File: config.mk
export PLATFORM = sky130hd
export DESIGN_NAME = rr_merge4x16
export DESIGN_NICKNAME = d
export VERILOG_FILES = /design/src/rtl/rr_merge4x16.sv
export SDC_FILE = /design/constraint.sdc
export NUM_CORES = 1
export LEC_CHECK = 0
export BUFFER_PORTS_ARGS = -buffer_cell sky130_fd_sc_hd__buf_2
export CAP_MARGIN = 20
export CORE_MARGIN = 3
export CORE_UTILIZATION = 37
export DETAILED_ROUTE_END_ITERATION = 7
export PLACE_DENSITY = 0.8
export REMOVE_ABC_BUFFERS = 1
export SLEW_MARGIN = 20
export SYNTH_ARGS = -nofsm -noshare
export SYNTH_HDL_FRONTEND = slang
export SYNTH_SLANG_ARGS = --single-unit
File: constraint.sdc
create_clock -name clk -period 1.6 [get_ports clk]
set_input_delay 0.32 -clock clk [delete_from_list [all_inputs] [get_ports clk]]
set_output_delay 0.32 -clock clk [all_outputs]
set_load 0.005 [all_outputs]
File: src/rtl/rr_merge4x16.sv
// rr_merge4x16: four 16-bit valid/ready channels merged round-robin into one
// registered valid/ready output stream tagged with the source channel index.

// Per-channel handshake: a channel is told ready only when it holds the grant
// and the output register can take a word this cycle.
module rr_merge4x16_lane #(
  parameter logic [1:0] IDX = 2'd0
) (
  input  logic       reset,
  input  logic       load_en,
  input  logic       gnt_any,
  input  logic [1:0] gnt_idx,
  output logic       ready
);

  // Grant match is gated by reset so nothing is accepted in a reset cycle.
  always_comb begin
    ready = !reset && load_en && gnt_any && (gnt_idx == IDX);
  end

endmodule

module rr_merge4x16 (
  input  logic        clk,
  input  logic        reset,
  input  logic [15:0] a,
  input  logic [15:0] b,
  input  logic [15:0] c,
  input  logic [15:0] d,
  input  logic        a_valid,
  input  logic        b_valid,
  input  logic        c_valid,
  input  logic        d_valid,
  output logic        a_ready,
  output logic        b_ready,
  output logic        c_ready,
  output logic        d_ready,
  output logic [15:0] out,
  output logic [1:0]  out_sel,
  output logic        out_valid,
  input  logic        out_ready
);

  localparam int NUM_LANES = 4;
  localparam int VEC_W     = 16;

  logic [NUM_LANES-1:0][VEC_W-1:0] dat;
  logic [NUM_LANES-1:0]            vld;
  logic [NUM_LANES-1:0]            rdy;
  logic [1:0]                      ptr;
  logic                            load_en;
  logic                            gnt_any;
  logic [1:0]                      gnt_idx;

  assign dat = {d, c, b, a};
  assign vld = {d_valid, c_valid, b_valid, a_valid};
  assign {d_ready, c_ready, b_ready, a_ready} = rdy;

  // Register is free when empty or being drained in the same cycle.
  assign load_en = !out_valid || out_ready;

  // Scan from ptr upward (mod 4); walking offsets high-to-low leaves the
  // nearest valid channel to ptr as the winner.
  always_comb begin
    logic [1:0] idx;
    gnt_any = 1'b0;
    gnt_idx = ptr;
    idx     = ptr;
    for (int i = NUM_LANES - 1; i >= 0; i--) begin
      idx = ptr + 2'(i);
      if (vld[idx]) begin
        gnt_any = 1'b1;
        gnt_idx = idx;
      end
    end
  end

  genvar g;
  generate
    for (g = 0; g < NUM_LANES; g++) begin : g_lane
      rr_merge4x16_lane #(.IDX(2'(g))) u_lane (
        .reset   (reset),
        .load_en (load_en),
        .gnt_any (gnt_any),
        .gnt_idx (gnt_idx),
        .ready   (rdy[g])
      );
    end
  endgenerate

  // Output register and priority pointer; pointer moves past the winner only
  // when a word is actually taken, so a stalled stream keeps its fairness order.
  always_ff @(posedge clk) begin
    if (reset) begin
      out       <= '0;
      out_sel   <= 2'b00;
      out_valid <= 1'b0;
      ptr       <= 2'b00;
    end else if (load_en) begin
      if (gnt_any) begin
        out       <= dat[gnt_idx];
        out_sel   <= gnt_idx;
        out_valid <= 1'b1;
        ptr       <= gnt_idx + 2'd1;
      end else begin
        out_valid <= 1'b0;
      end
    end
  end

endmodule

==> results by group <==
Routing
  • Iter 0 DRT Violations: 28
  • Via count: 1,455
  • Total iterations of the first detailed-routing run: 4
  • Remaining DRCs: 0
  • WL/cell: 12.98 microns
  • Final wirelength: 3882 microns
  • Post-route ant nets: 0
  • Vias per cell: 4.866

Floorplan
  • Die height: 65.59 microns
  • Starting Density: 38.76%
  • # IOs: 94
  • Die X-Extent: 65.59 microns
  • Die ar.: 4301 sq um
  • Row count: 21
  • Core ar.: 3390 sq um

STA
  • Final worst slack: -0.2470 ns
  • Final period util: 115.4%
  • Final min period: 1.847 ns
  • # setup viols final: 10
  • Rel. slew slack: 82.74%
  • Setup Skew: 0.01610 ns
  • Final Hold Fails: 0
  • Highest Clock Rate: 541.4 MHz
  • Setup TNS: -1.389 ns
  • RSZ-0062 raised after global routing: yes
  • Max Slew Vio Count: 0
  • Worst Tran Pin Value: 0.2586 ns

Logic synthesis
  • Largest area contributor in the netlist: dfxtp_1
  • Yosys Warn Count: 0
  • Avg Cell Area, Syn: 9.804 sq um
  • Most common cell in the netlist: mux2i_1
  • Most instantiated cells after synthesis: mux2i_1, dfxtp_1, nand2_1
  • Post-synthesis sequential area ratio: 32.00%
  • Prevailing post-synth register cell: dfxtp_1
  • Cell Area, Synth: 1314 sq um
  • Main area contributors after synthesis: dfxtp_1, mux2i_1, o221ai_2, nand2_1, o221ai_1
  • FFs w/ async S/R, synth: 0%
  • Unique masters post-synth: 26
  • Top-area cell type share of the netlist area: 32.00%
  • Cells after Synth: 134
  • Post-synth EDFFs: 0
  • Synthesis-stage register bit count: 21

GRT
  • All-Layer GR Usage: 18.02%
  • First-pass GRT wire length: 6141 microns
  • Gr ovfl total: 0
  • Initial antenna violation count: 0
  • Largest net degree at the start of global routing: 13
  • Vias in the first global route: 1,417

Run
  • Total of max-cap violations: 0

Setup path
  • Reg2Reg Depth: 9
  • Crit start category: register
  • Crit path max-delay cell type: dfxtp_4
  • CP peak stage delay: 0.38 ns
  • Critical-path maximum fanout: 4
  • Critical Path Sink Type: primary output
  • Delay-heaviest family, CP: flip-flops
  • CP Data Required Time: 1.28 ns
  • CP cell instances: nor3b_4 -> a31oi_2 -> a31oi_4 -> buf_6 -> nand2_4 -> nor2_2 -> buf_2
  • Worst EP arrival: 1.53 ns
  • Buf/Inv on CP: 2
  • Cell depth of the worst setup path: 7
  • CP Class: reg2out

Clock network
  • Worst-path clk slew: 0.11 ns
  • TritonCTS Sinks: 21
  • Clk buf depth: 2
  • # H-tree levels: 1
  • CTS Hold Bufs: 0
  • Clock Root Buffer: clkbuf_4
  • Clk_lat worst skew: 0.31 ns
  • CTS tree: built
  • Cts bufs inserted: 3

Status
  • Outcome: complete, but fails checks
  • Failing checks: negative setup slack

Power
  • Power Dens Cells: 862.6 nW/um^2
  • P_leak: 1.097 nW
  • Total power: 0.001936 W
  • Max IR drop VDD: 0.0004047 V

Cells and area
  • Nets@finish: 325
  • Number of antenna repair diodes: 0
  • Share of cells above drive strength 1: 64.82%
  • Non-filler instance count after layout: 299
  • Synth-to-layout area growth: 70.86%

Placed design
  • Gpl congestion: 0.7377
  • Inst Count DP: 287
  • Post-DP HPWL: 2953 microns
  • I/O Buffers: 93

Worst hold path
  • Worst Hold Depth: 2
  • Min-Delay Path Class: in2reg
## cell usage in the layout, fill, tap and decap left out, drive strengths merged
| cell type | count |
|---|---|
| a211oi | 4 |
| nand2 | 22 |
| a21oi | 6 |
| buf | 123 |
| mux2i | 32 |
| dfxtp | 21 |
| a31oi | 2 |
| o221ai | 16 |
| clkbuf | 3 |
| nor3b | 1 |
| a21o | 1 |
| nand2b | 4 |
| xnor2 | 1 |
| inv | 5 |
| clkinv | 1 |
| nor4 | 1 |
| nor2 | 9 |
| o21ai | 1 |
## cell type report
cell class                 instances  area [sq um]
clock buffer                       3         22.52
clock inverter                     1         5.005
fill                             284          1145
inverter                           5         18.77
multi-input combinational        100         935.9
sequential                        21         425.4
tap                               46         57.56
timing repair buffer             123         779.5
## flip-flops by register name, summed over array words and instances (netlist names)
register   count
out           16
out_valid      1
ptr            2
out_sel        2
## timing repair
item                                    CTS  global route
endpoints found under the setup margin   19            21
resized for setup                        25            14
setup buffers                             5             2
pin swaps                                11             2
cloned                                    1             0
## through the flow
step,util [%],setup WS (ns),cell area [sq um],hold slack (ns)
2_1_floorplan,-,-1.766,1225,0.3891
3_3_place_gp,57.77,-0.1567,1958,0.4409
3_5_place_dp,57.77,-0.1937,1958,0.4448
4_1_cts,63.57,-0.2532,2155,0.2647
5_1_grt,66.22,-0.3358,2245,0.2793
6_report,66.22,-0.2470,2245,0.2725
## metal layers
| metal | vias to the layer above | part of all wire [%] | global-route usage (%) |
|---|---|---|---|
| met1 | 657 | 41 | 21.40 |
| met2 | 59 | 51 | 33.50 |
| met5 | - | 0 | 0 |
| met3 | 2 | 7.5 | 3.077 |
| li1 | 737 | - | - |
| met4 | 0 | 0.46 | 3.886 |
## final timing paths
| path | startpoint | to | slack [ns] |
|---|---|---|---|
| hold / removal | reset | ptr[1] | 0.27 |
| setup reg to reg | ptr[0] | out[5] | -0.11 |
| hold reg to reg | out_sel[1] | out_sel[1] | 0.47 |
| setup / recovery | ptr[1] | c_ready | -0.25 |
## logic make-up after synthesis
kind of cell / Yosys count / synth area share, %
AOI/OAI and AO/OA: 30 / 22.10
xor gates and xnor gates: 1 / 0.6668
buffers and inverters: 13 / 8.189
DFF: 21 / 32.00
muxes: 32 / 24.38
and+or+nand+nor: 37 / 12.67
## report_power, final
part	internal [W]	total, W	switching (W)
combinational	0.000594	0.00101	0.000416
clock	0.0000931	0.000262	0.000168
sequential	0.000613	0.000664	0.0000507
No activity file was read; power rests on OpenSTA's default activity.
